$ cat config.mk
export PLATFORM = sky130hd
export DESIGN_NAME = alu_response_tx_flat
export DESIGN_NICKNAME = d
export VERILOG_FILES = /design/src/rtl/uart_alu_pkg.sv /design/src/rtl/alu_response_tx_if.sv /design/src/rtl/alu_response_tx_result_serializer.sv /design/src/rtl/alu_response_tx.sv /design/src/flat_wrapper.sv
export SDC_FILE = /design/constraint.sdc
export NUM_CORES = 1
export LEC_CHECK = 0
export BUFFER_PORTS_ARGS = -buffer_cell sky130_fd_sc_hd__buf_2
export CAP_MARGIN = 15
export CORE_MARGIN = 5
export CORE_UTILIZATION = 53
export CTS_CLUSTER_DIAMETER = 30
export DETAILED_ROUTE_END_ITERATION = 10
export PLACE_DENSITY = 0.78
export RECOVER_POWER = 100
export SYNTH_ARGS = -nofsm -noshare
export SYNTH_HDL_FRONTEND = slang
export SYNTH_HIERARCHICAL = 1
export SYNTH_SLANG_ARGS = --single-unit
$ cat constraint.sdc
create_clock -name clk_i -period 2.6 [get_ports clk_i]
set_input_delay 0.65 -clock clk_i [delete_from_list [all_inputs] [get_ports clk_i]]
set_output_delay 0.65 -clock clk_i [all_outputs]
set_load 0.01 [all_outputs]
$ cat src/rtl/uart_alu_pkg.sv
// rtl/uart_alu_pkg.sv - shared opcodes, response states and byte counts for the UART ALU
package uart_alu_pkg;

  localparam logic [7:0] OP_ECHO = 8'hEC;
  localparam logic [7:0] OP_ADD  = 8'hA0;
  localparam logic [7:0] OP_MUL  = 8'hA1;
  localparam logic [7:0] OP_DIV  = 8'hA2;

  localparam int RES_BYTES = 4;
  localparam int DIV_BYTES = 8;

  typedef enum logic [1:0] {IDLE, RESULT, ECHO} tx_state_e;

  // Zero marks an opcode that has no result response.
  function automatic logic [3:0] result_bytes(input logic [7:0] op);
    case (op)
      OP_ADD, OP_MUL: return 4'(RES_BYTES);
      OP_DIV:         return 4'(DIV_BYTES);
      default:        return 4'd0;
    endcase
  endfunction

endpackage

$ cat src/rtl/alu_response_tx_if.sv
// rtl/alu_response_tx_if.sv - result, echo and tx byte handshakes of the response framer
interface alu_response_tx_if #(parameter int RESULT_W = 32);
  logic                res_valid_i;
  logic                res_ready_o;
  logic [7:0]          res_opcode_i;
  logic [RESULT_W-1:0] res_lo_i;
  logic [RESULT_W-1:0] res_hi_i;
  logic [7:0]          echo_data_i;
  logic                echo_valid_i;
  logic                echo_last_i;
  logic                echo_ready_o;
  logic [7:0]          tx_data_o;
  logic                tx_valid_o;
  logic                tx_ready_i;

  modport slave (
    input  res_valid_i, res_opcode_i, res_lo_i, res_hi_i,
    input  echo_data_i, echo_valid_i, echo_last_i, tx_ready_i,
    output res_ready_o, echo_ready_o, tx_data_o, tx_valid_o
  );

  modport master (
    output res_valid_i, res_opcode_i, res_lo_i, res_hi_i,
    output echo_data_i, echo_valid_i, echo_last_i, tx_ready_i,
    input  res_ready_o, echo_ready_o, tx_data_o, tx_valid_o
  );
endinterface

$ cat src/rtl/alu_response_tx_result_serializer.sv
// rtl/alu_response_tx_result_serializer.sv - little-endian byte shifter for latched ALU results
module result_serializer #(
  parameter int RESULT_W = 32
) (
  input  logic                  clk_i,
  input  logic                  rst_i,
  input  logic                  load,
  input  logic [2*RESULT_W-1:0] load_data,
  input  logic [3:0]            load_count,
  input  logic                  shift,
  output logic [7:0]            byte_data,
  output logic                  done
);

  logic [2*RESULT_W-1:0] sreg;
  logic [3:0]            count;

  always_ff @(posedge clk_i) begin
    if (rst_i) begin
      sreg  <= '0;
      count <= '0;
    end else if (load) begin
      sreg  <= load_data;
      count <= load_count;
    end else if (shift && count != 4'd0) begin
      sreg  <= sreg >> 8;
      count <= count - 4'd1;
    end
  end

  assign byte_data = sreg[7:0];
  assign done      = (count == 4'd1);

endmodule

$ cat src/rtl/alu_response_tx.sv
// rtl/alu_response_tx.sv - frames ALU results and echo bytes into the UART TX byte stream
module alu_response_tx
  import uart_alu_pkg::*;
#(
  parameter int RESULT_W = 32
) (
  input  logic               clk_i,
  input  logic               rst_i,
  alu_response_tx_if.slave   bus,
  output logic               busy_o,
  output logic               err_o
);

  tx_state_e  state, state_nxt;
  logic [3:0] res_count;
  logic       res_known;
  logic       ser_load, ser_shift, ser_done;
  logic [7:0] ser_byte;
  logic [7:0] echo_data_q;
  logic       echo_valid_q, echo_last_q;
  logic       echo_take;

  assign res_count = result_bytes(bus.res_opcode_i);
  assign res_known = (res_count != 4'd0);

  result_serializer #(.RESULT_W(RESULT_W)) u_ser (
    .clk_i      (clk_i),
    .rst_i      (rst_i),
    .load       (ser_load),
    .load_data  ({bus.res_hi_i, bus.res_lo_i}),
    .load_count (res_count),
    .shift      (ser_shift),
    .byte_data  (ser_byte),
    .done       (ser_done)
  );

  always_ff @(posedge clk_i) begin
    if (rst_i) state <= IDLE;
    else       state <= state_nxt;
  end

  always_comb begin
    state_nxt = state;
    case (state)
      IDLE: begin
        if (bus.res_valid_i) begin
          if (res_known) state_nxt = RESULT;
        end else if (bus.echo_valid_i) begin
          state_nxt = ECHO;
        end
      end
      RESULT: if (bus.tx_ready_i && ser_done) state_nxt = IDLE;
      ECHO:   if (echo_valid_q && echo_last_q && bus.tx_ready_i) state_nxt = IDLE;
      default: state_nxt = IDLE;
    endcase
  end

  // Once the last echo byte sits in the output register, no further echo byte is taken.
  always_comb begin
    bus.res_ready_o  = (state == IDLE);
    bus.echo_ready_o = (state == ECHO) && (!echo_valid_q || (bus.tx_ready_i && !echo_last_q));
    ser_load         = (state == IDLE) && bus.res_valid_i && res_known;
    ser_shift        = (state == RESULT) && bus.tx_ready_i;
    err_o            = (state == IDLE) && bus.res_valid_i && !res_known;
    busy_o           = (state != IDLE);
    bus.tx_valid_o   = (state == RESULT) ? 1'b1 : echo_valid_q;
    bus.tx_data_o    = (state == RESULT) ? ser_byte : echo_data_q;
    echo_take        = bus.echo_ready_o && bus.echo_valid_i;
  end

  always_ff @(posedge clk_i) begin
    if (rst_i) begin
      echo_data_q  <= 8'h00;
      echo_valid_q <= 1'b0;
      echo_last_q  <= 1'b0;
    end else if (echo_take) begin
      echo_data_q  <= bus.echo_data_i;
      echo_valid_q <= 1'b1;
      echo_last_q  <= bus.echo_last_i;
    end else if (bus.tx_ready_i) begin
      echo_valid_q <= 1'b0;
    end
  end

endmodule

$ cat src/flat_wrapper.sv
// flat-port wrapper written by rule: the top's interface ports become plain ports
module alu_response_tx_flat import uart_alu_pkg::*;
#(
  parameter int RESULT_W = 32
)
  (clk_i, rst_i, busy_o, err_o, bus_res_valid_i, bus_res_opcode_i, bus_res_lo_i, bus_res_hi_i, bus_echo_data_i, bus_echo_valid_i, bus_echo_last_i, bus_tx_ready_i, bus_res_ready_o, bus_echo_ready_o, bus_tx_data_o, bus_tx_valid_o);
  alu_response_tx_if #(.RESULT_W(RESULT_W)) bus_i ();
  input  logic clk_i;
  input  logic rst_i;
  output logic busy_o;
  output logic err_o;
  input wire logic [$bits(bus_i.res_valid_i)-1:0] bus_res_valid_i;
  input wire logic [$bits(bus_i.res_opcode_i)-1:0] bus_res_opcode_i;
  input wire logic [$bits(bus_i.res_lo_i)-1:0] bus_res_lo_i;
  input wire logic [$bits(bus_i.res_hi_i)-1:0] bus_res_hi_i;
  input wire logic [$bits(bus_i.echo_data_i)-1:0] bus_echo_data_i;
  input wire logic [$bits(bus_i.echo_valid_i)-1:0] bus_echo_valid_i;
  input wire logic [$bits(bus_i.echo_last_i)-1:0] bus_echo_last_i;
  input wire logic [$bits(bus_i.tx_ready_i)-1:0] bus_tx_ready_i;
  output wire logic [$bits(bus_i.res_ready_o)-1:0] bus_res_ready_o;
  output wire logic [$bits(bus_i.echo_ready_o)-1:0] bus_echo_ready_o;
  output wire logic [$bits(bus_i.tx_data_o)-1:0] bus_tx_data_o;
  output wire logic [$bits(bus_i.tx_valid_o)-1:0] bus_tx_valid_o;
  assign bus_i.res_valid_i = bus_res_valid_i;
  assign bus_i.res_opcode_i = bus_res_opcode_i;
  assign bus_i.res_lo_i = bus_res_lo_i;
  assign bus_i.res_hi_i = bus_res_hi_i;
  assign bus_i.echo_data_i = bus_echo_data_i;
  assign bus_i.echo_valid_i = bus_echo_valid_i;
  assign bus_i.echo_last_i = bus_echo_last_i;
  assign bus_i.tx_ready_i = bus_tx_ready_i;
  assign bus_res_ready_o = bus_i.res_ready_o;
  assign bus_echo_ready_o = bus_i.echo_ready_o;
  assign bus_tx_data_o = bus_i.tx_data_o;
  assign bus_tx_valid_o = bus_i.tx_valid_o;
  alu_response_tx #(.RESULT_W(RESULT_W)) u_core (.clk_i(clk_i), .rst_i(rst_i), .bus(bus_i), .busy_o(busy_o), .err_o(err_o));
endmodule
==> metrics.txt, run 1 <==
worst reg2reg startpoint=u_core/state[1]$_SDFFE_PP0P_; # DRC=0; TNS Setup=0 ns; most common cell after layout, fill and taps aside=buf_2; Clock Path Buffers=2; Flop pwr share=0.501; synthesized area=3990 um2; GRT Total Usage=0.213; Slew HR=0.0551; Worst-path clk slew=0.07 ns; fillcell total=659; Critical Path Max Stage Delay=0.38 ns; endpoints failing setup=0; Syn Area/Cell=8.41 um2; Worst Tran Pin Value=1.42 ns; row count=31; hold_sp=u_core/state[0]$_SDFFE_PP0P_; post-synthesis register bit count=80; Max Freq=439 MHz; RePlAce Congestion=0.803; status=finished, final reports clean; Avg WL per Cell=16.0 um; drt total wl=10300 um; VDD IR max=0.250 mV; Cells on Worst Hold Path=1; Resize count post-CTS=0; sw frac=0.215; nets=626; Worst EP required=1.95 ns; iteration count of the initial detailed-routing pass=4; crit-path max FO=10; Worst Hold End=u_core/state[1]$_SDFFE_PP0P_; Routed Antenna Nets=0; WHS=0.483 ns; via/cell ratio=5.95; CTS Hold Bufs=0; final setup skew=0.0108 ns; Vias=3821; root buffer cell=clkbuf_8; RSZ-0062 raised after global routing=no; flop-to-flop setup slack=0.45 ns; largest net degree at the start of global routing=53; diodes inserted=0; Clock Sinks=80; GR Overflow Total=0; final hold vios=0; placed cell count=626; DPL Wire Length=6880 um; Lkg Pwr=1.64 nW; Layout area overhead=17.0%; worst path cell trace=nor2b_1 -> clkbuf_2 -> mux2_2 -> clkbuf_1; Final Critical Period=2.28 ns; Yosys top cell area share=0.402; Post-synth EDFFs=0; Seq/Total Area, Yosys=0.402; FF/Latch Area=1600 um2; max-cap viol count=0; Die W=96.7 um; clock share of power=0.434; vias in the first global route=3638; Non-Filler Instances=642; Post-Syn Instances=474; NetSw=0.000535 W; first-pass GRT wire length=17100 um; CTS tree=built; number of synthesis warnings=6; Worst setup EP type=output port; combinational power share=0.065; slowest CP cell=mux2_2; worst skew pair latency=0.35 ns; die outline area=9350 um2; layout cells sized above 1=0.234; internal power=0.00195 W; HP Class=reg -> reg; multi-input logic area=2050 um2; Iteration-0 DRC Markers=222; CTS Buf Count=9; most frequent cells in the layout=85 x buf_2, 80 x dfxtp_1, 69 x nor2_1; ys async rst share=0; Post-synth top flop=dfxtp_1; largest cells by area after synthesis=dfxtp_1 40%, a311oi_1 9.0%, nor2_1 6.5%; critical path arrival=1.63 ns; Final Max Tran Viols=0; I/O pins=99; Port Buffers=98; initial antenna violation count=0; PwrDens=532 nW/um2; Reg2Reg Depth=7; CP Launch Type=flip-flop; leading area contributor after synthesis=dfxtp_1; setup bufs post-CTS=0; CORE AREA=7290 um2; reg2reg end=u_core/u_ser/sreg[45]$_SDFFE_PP0P_; period utilisation layout=0.875; Vert. Die Dim=96.7 um; kind of critical path=reg -> out; distinct cell type count after synthesis=48; H-tree Lvls=3; initial core utilization=0.546; total chip power=0.00248 W
## area by class of cell
class / instances / share of cell area
tap: 99 / 0.0266
timing repair buffer: 111 / 0.135
clock buffer: 9 / 0.0266
inverter: 8 / 0.00644
multi-input combinational: 328 / 0.439
clock inverter: 7 / 0.0236
sequential: 80 / 0.343
## worst max-delay path by stage
stage | startpoint | endpoint | slack [ns] | cells after the start
after floorplan | bus_res_opcode_i[3] | u_core/u_ser/sreg[42]$_SDFFE_PP0P_ | 0.51 | 7
after global placement | bus_res_opcode_i[3] | u_core/u_ser/sreg[45]$_SDFFE_PP0P_ | 0.41 | 7
after detailed placement | bus_res_opcode_i[3] | u_core/u_ser/sreg[45]$_SDFFE_PP0P_ | 0.26 | 7
after CTS | u_core/state[0]$_SDFFE_PP0P_ | bus_tx_data_o[0] | 0.37 | 4
after global routing | bus_res_opcode_i[3] | u_core/u_ser/sreg[44]$_SDFFE_PP0P_ | 0.16 | 8
final | u_core/state[0]$_SDFFE_PP0P_ | bus_tx_data_o[6] | 0.32 | 4
## per-stage QoR
step                setup slack (ns)   util  area (um2)
global placement               0.408  0.612        4460
CTS                            0.374  0.644        4690
detailed placement             0.261  0.612        4460
finish                         0.325  0.640        4660
floorplan                      0.511      -        3990
global route                   0.159  0.640        4660
## layer usage
layer  share of wire  track usage  vias to the layer above
li1                -            -                     1865
met1            0.43        0.278                     1811
met2            0.50        0.340                      127
met3           0.059       0.0511                       18
met4           0.018       0.0832                        0
met5               0            0                        -
## registers in the layout (all words and copies together) (netlist names)
register	cells
u_core/u_ser/count	4
u_core/echo_data_q	8
u_core/echo_valid_q	1
u_core/echo_last_q	1
u_core/u_ser/sreg	64
u_core/state	2
## power groups by stage
stage	logic, W	clock network (W)	registers [W]
finish	0.000161	0.00108	0.00124
global route	0.000178	0.00115	0.00124
CTS	0.000166	0.00110	0.00124
detailed placement	0.000165	0	0.00127
global placement	0.000163	0	0.00127
floorplan	0.0000757	0	0.00127
## synthesized netlist by cell type (2+ instances only)
master and number:
buf_6 5, nor3b_1 2, nor2_1 69, buf_4 10, mux2_2 8, ha_1 2
a311oi_1 41, dfxtp_1 80, mux2i_1 9, clkbuf_1 26, nand2b_1 11, a21oi_1 10
o21ai_0 44, a211oi_1 9, nand2_1 15, or2b_1 7, nor3_1 2, inv_1 6
nand3_1 43, a2111oi_0 11, o211ai_1 8, a2111oi_1 5, buf_2 12, buf_1 5
nor4_1 8, nor2b_1 4
## critical path, delay by kind of cell, from the launching register on
| kind | cells | cell delay [ns] |
|---|---|---|
| buffers and inverters | 2 | 0.39 |
| muxes | 1 | 0.38 |
| DFF | 1 | 0.37 |
| and+or+nand+nor | 1 | 0.14 |
## kinds of logic (layout without fill, tap and decap cells)
kind of cell,count (synthesis),count (layout),synth area share
adders and majority gates,2,2,0.00628
AOI/OAI and AO/OA,135,135,0.244
buffers and inverters,67,135,0.0860
muxes,17,17,0.0452
and+or+nand+nor,172,172,0.215
other,1,2,0.000941
DFF,80,80,0.402
No activity file was read; power rests on OpenSTA's default activity.
==> inputs of run 2 (changes only) <==
--- a/config.mk
+++ b/config.mk
@@ -8,10 +8,10 @@
 export BUFFER_PORTS_ARGS = -buffer_cell sky130_fd_sc_hd__buf_2
 export CAP_MARGIN = 15
 export CORE_MARGIN = 5
-export CORE_UTILIZATION = 53
+export CORE_UTILIZATION = 57
 export CTS_CLUSTER_DIAMETER = 30
 export DETAILED_ROUTE_END_ITERATION = 10
-export PLACE_DENSITY = 0.78
+export PLACE_DENSITY = 0.84
 export RECOVER_POWER = 100
 export SYNTH_ARGS = -nofsm -noshare
 export SYNTH_HDL_FRONTEND = slang
==> constraint.sdc (replaced) <==
create_clock -name clk_i -period 2.7 [get_ports clk_i]
set_input_delay 0.675 -clock clk_i [delete_from_list [all_inputs] [get_ports clk_i]]
set_output_delay 0.675 -clock clk_i [all_outputs]
set_load 0.01 [all_outputs]
==> run 2 against run 1 <==
Power fell by 13%. Final area fell by 2.1%. Non-clock buffer count did not move. Sequential share of layout area rose by 0.73 points. Setup slack improved by 0.052 ns. Count of clock-buffer cells in the layout rose by 3. Critical path type is now in -> out. Highest routed layer unchanged.
==> metrics.txt, run 2 (same netlist as run 1, synthesis figures left out) <==
HP Class=reg -> reg; Die W=93.6 um (-3.2%); VDD IR max=0.315 mV (+26%); initial antenna violation count=0 (unchanged); Max Freq=430 MHz; CTS Hold Bufs=0 (unchanged); die outline area=8760 um2 (-6.3%); Reg with most FFs=u_core/u_ser/sreg; Worst-path clk slew=0.08 ns (about the same); post-layout util=0.672 (+0.0325); max-cap viol count=0 (unchanged); diodes inserted=0 (unchanged); PwrDens=470 nW/um2 (-12%); worst skew pair latency=0.35 ns (about the same); root buffer cell=clkbuf_8; Worst EP required=2.03 ns (+0.08 ns); Vert. Die Dim=93.6 um (-3.2%); cell area after layout=4570 um2 (-2.1%); GR Overflow Total=0 (unchanged); most common cell after layout, fill and taps aside=buf_2; largest net degree at the start of global routing=85 (+60%); Slew HR=0.243 (+0.187); initial core utilization=0.587 (+0.0401); most frequent cells in the layout=85 x buf_2, 80 x dfxtp_1, 69 x nor2_1; first-pass GRT wire length=16800 um (-1.7%); Layout area overhead=14.6%; Lkg Pwr=1.60 nW (-2.5%); setup bufs post-CTS=0 (unchanged); top flop regs=u_core/u_ser/sreg (64), u_core/echo_data_q (8), u_core/u_ser/count (4); hold_sp=u_core/state[0]$_SDFFE_PP0P_; nets=626 (unchanged); Worst Tran Pin Value=1.14 ns (-0.281 ns); kind of critical path=in -> out; RSZ-0062 raised after global routing=no; Resize count post-CTS=0 (unchanged); TNS Setup=0 ns (unchanged); CTS tree=built; Clock Sinks=80 (unchanged); drt total wl=10200 um (-0.99%); Avg WL per Cell=15.9 um (-0.53%); worst reg2reg startpoint=u_core/state[1]$_SDFFE_PP0P_; Port Buffers=98 (unchanged); endpoints failing setup=0 (unchanged); placed inst area=4430 um2 (-0.65%); RePlAce Congestion=0.847 (+5.4%); H-tree Lvls=3 (unchanged); Final Critical Period=2.32 ns; CORE AREA=6790 um2 (-6.8%); # DRC=0 (unchanged); CP Launch Type=input port; GRT Total Usage=0.235 (+0.0218); Iteration-0 DRC Markers=261 (+18%); Clock Path Buffers=2 (unchanged); final hold vios=0 (unchanged); fillcell total=615 (-6.7%); layout cells sized above 1=0.228 (-0.00552); crit path from=bus_res_opcode_i[3]; Largest register FFs=64 (unchanged); crit-path max FO=3 (-7); crit path setup slack, layout=0.377 ns (+0.0521 ns); Routed Antenna Nets=0 (unchanged); CTS Buf Count=9 (unchanged); dpl ws=0.247 ns (-0.0139 ns); Vias=3780 (-1.1%); period utilisation layout=0.861; row count=30 (-3.2%); I/O pins=99 (unchanged); via/cell ratio=5.92 (-0.61%); critical path arrival=1.65 ns (+0.02 ns); vias in the first global route=3559 (-2.2%); Worst setup EP type=output port; final setup skew=0.0146 ns (+0.00384 ns); status=finished, final reports clean; Final Max Tran Viols=0 (unchanged); iteration count of the initial detailed-routing pass=5 (+1); DPL Wire Length=6790 um (-1.3%)
==> run 2: changes by cell type in the layout (fill, tap and decap cells not counted), sizes merged <==
cell	delta
inv	+1
clkinv	-3
clkinvlp	+2
bufinv	-3
buf	+2
clkbuf	+1
==> run 2: path summary, 6_finish.rpt <==
check                                            end  slack [ns]  depth (start not counted)
setup reg to reg  u_core/u_ser/sreg[40]$_SDFFE_PP0P_        0.48                          7
setup / recovery                               err_o        0.38                          5
hold reg to reg         u_core/state[1]$_SDFFE_PP0P_        0.47                          1
hold / removal          u_core/state[1]$_SDFFE_PP0P_        0.47                          1
==> run 2: power breakdown <==
group	switching, W	internal (W)	total, W
combinational	0.0000770	0.0000774	0.000154
sequential	0.00000718	0.00119	0.00120
clock	0.000435	0.000362	0.000797
==> run 2: area by class of cell <==
cell class	count	area, um2	area share
clock buffers	12	145	0.0318
clock inverters	4	28.8	0.00630
inverters	8	30.0	0.00658
multi-input cells	328	2030	0.445
flip-flops and latches	80	1600	0.351
well taps	96	120	0.0263
repair buffers	111	609	0.133
==> run 2: stage by stage <==
step / hold WS, ns / total power [W] / instances
3_3_place_gp: 0.457 / 0.00138 / 623
2_1_floorplan: 0.436 / 0.00130 / 475
4_1_cts: 0.474 / 0.00217 / 639
3_5_place_dp: 0.463 / 0.00138 / 623
5_1_grt: 0.516 / 0.00224 / 639
6_report: 0.471 / 0.00215 / 639
==> run 2: per-layer routing <==
layer  global-route usage  share of wire
met3               0.0515          0.071
met1                0.313           0.42
met2                0.385           0.49
met4               0.0614          0.012
met5                    0              0
==> run 2: critical path, stage by stage <==
cell and delay, ns:
buf_2 0.10, nor4b_1 0.39, nand3_1 0.19, nor2b_1 0.17, clkbuf_1 0.12
==> inputs of run 3 (changes only) <==
--- a/config.mk
+++ b/config.mk
@@ -13,6 +13,7 @@
 export DETAILED_ROUTE_END_ITERATION = 10
 export PLACE_DENSITY = 0.84
 export RECOVER_POWER = 100
+export REMOVE_ABC_BUFFERS = 1
 export SYNTH_ARGS = -nofsm -noshare
 export SYNTH_HDL_FRONTEND = slang
 export SYNTH_HIERARCHICAL = 1
==> run 3 against run 2 <==
Non-clock buffer count rose by 1. Die area stayed put. First-iteration DRC count grew 13%. Critical path depth is 3 higher. Critical path type is now in -> reg. Flip-flop and latch count unchanged.
==> metrics.txt, run 3 (same netlist as run 1, synthesis figures left out) <==
most frequent cells in the layout=85 x buf_2, 80 x dfxtp_1, 69 x nor2_1; Reg with most FFs=u_core/u_ser/sreg; most common cell after layout, fill and taps aside=buf_2; diodes inserted=0 (unchanged); WHS=0.478 ns (+0.00715 ns); Slew HR=0.348 (+0.105); H-tree Lvls=3 (unchanged); Avg WL per Cell=15.7 um (-0.95%); worst skew pair latency=0.35 ns (about the same); PwrDens=505 nW/um2 (+7.4%); GR Overflow Total=0 (unchanged); Resize count post-CTS=0 (unchanged); CP Launch Type=input port; Worst EP required=2.89 ns (+0.86 ns); first-pass GRT wire length=16100 um (-3.9%); drt total wl=10100 um (-0.95%); vias in the first global route=3509 (-1.4%); nets=627 (+0.16%); Final Critical Period=2.33 ns (+0.00619 ns); die outline area=8760 um2 (unchanged); setup bufs post-CTS=0 (unchanged); top flop regs=u_core/u_ser/sreg (64), u_core/echo_data_q (8), u_core/u_ser/count (4); Vias=3807 (+0.71%); Final Max Tran Viols=0 (unchanged); via/cell ratio=5.96 (+0.71%); Flop pwr share=0.515 (-0.042); Worst-path clk slew=0.07 ns (about the same); largest net degree at the start of global routing=56 (-34%); # DRC=0 (unchanged); Largest register FFs=64 (unchanged); Vert. Die Dim=93.6 um (unchanged); max-cap viol count=0 (unchanged); Iteration-0 DRC Markers=296 (+13%); Die W=93.6 um (unchanged); HP Class=reg -> reg; critical path arrival=2.52 ns (+0.87 ns); Worst setup EP type=flip-flop; DPL Wire Length=6610 um (-2.6%); initial antenna violation count=0 (unchanged); status=finished, final reports clean; period utilisation layout=0.863 (+0.00229); row count=30 (unchanged); sw frac=0.213 (-0.0293); combinational power share=0.066 (-0.006); iteration count of the initial detailed-routing pass=5 (unchanged); CTS tree=built; Routed Antenna Nets=0 (unchanged); Layout area overhead=15.4%; kind of critical path=in -> reg; final hold vios=0 (unchanged); Lkg Pwr=1.62 nW (+0.97%); Port Buffers=98 (unchanged); Worst Tran Pin Value=0.978 ns (-0.158 ns); initial core utilization=0.587 (unchanged); crit-path max FO=52 (+49); CORE AREA=6790 um2 (unchanged); GRT Total Usage=0.227 (-0.00801); VDD IR max=0.382 mV (+21%); endpoints failing setup=0 (unchanged); RSZ-0062 raised after global routing=no; Clock Path Buffers=2 (unchanged); internal power=0.00183 W (+12%); CTS Hold Bufs=0 (unchanged); NetSw=0.000494 W (-4.9%); Clock Sinks=80 (unchanged); I/O pins=99 (unchanged); post-layout util=0.677 (+0.00497); root buffer cell=clkbuf_8; layout cells sized above 1=0.238 (+0.00921); clock share of power=0.419 (+0.048); CTS Buf Count=9 (unchanged); flop-to-flop setup slack=0.51 ns (+0.03 ns); RePlAce Congestion=0.799 (-5.6%); final setup skew=0.00504 ns (-0.00956 ns); Max Freq=429 MHz (-0.27%)
run 3: cell types whose count changed in the layout (fill, tap and decap cells not counted), moves of 2 or more:
| cell | change |
|---|---|
| buf_12 | -2 |
| buf_4 | +2 |
| bufinv_16 | +2 |
| clkinvlp_4 | -2 |
| inv_1 | -2 |
run 3: metrics by stage:
step           area, um2  setup TNS, ns  power (W)  instances  worst slack [ns]
2_1_floorplan       3680         -74.56    0.00127        416             -1.37
3_3_place_gp        4430              0    0.00138        624             0.409
3_5_place_dp        4430              0    0.00138        624             0.307
4_1_cts             4650              0    0.00235        639             0.424
5_1_grt             4600              0    0.00241        639             0.199
6_report            4600              0    0.00232        639             0.370
run 3: final cells by class:
cell class	count	area (um2)
inverter	8	31.3
clock inverter	3	65.1
timing repair buffer	112	589
fill	583	2190
sequential	80	1600
clock buffer	12	155
multi-input combinational	328	2040
tap	96	120
run 3: routing by layer:
layer	share of wire	track usage	wire [um]	up-vias
li1	-	-	-	1866
met3	0.093	0.0748	932	11
met2	0.47	0.371	4760	169
met4	0.0084	0.0505	85	0
met5	0	0	0	-
met1	0.43	0.292	4280	1761
run 3: worst max-delay path, cell delays in order:
cell	delay, ns
buf_2	0.10
nor4b_2	0.33
nand3_1	0.16
nor2_1	0.27
clkinvlp_2	0.32
buf_4	0.36
nor2_1	0.20
a311oi_1	0.07
run 3: final timing paths:
| kind | from | endpoint | depth (start not counted) |
|---|---|---|---|
| hold / removal | u_core/state[0]$_SDFFE_PP0P_ | u_core/state[1]$_SDFFE_PP0P_ | 1 |
| hold reg to reg | u_core/state[0]$_SDFFE_PP0P_ | u_core/state[1]$_SDFFE_PP0P_ | 1 |
| setup reg to reg | u_core/state[0]$_SDFFE_PP0P_ | u_core/u_ser/sreg[48]$_SDFFE_PP0P_ | 6 |
| setup / recovery | bus_res_opcode_i[3] | u_core/u_ser/sreg[31]$_SDFFE_PP0P_ | 8 |
run 3: power groups by stage:
stage,logic [W],clock network [W],registers (W)
2_1_floorplan,0.0000510,0,0.00122
3_3_place_gp,0.000156,0,0.00122
3_5_place_dp,0.000158,0,0.00122
4_1_cts,0.000159,0.000990,0.00120
5_1_grt,0.000169,0.00104,0.00120
6_report,0.000153,0.000974,0.00120
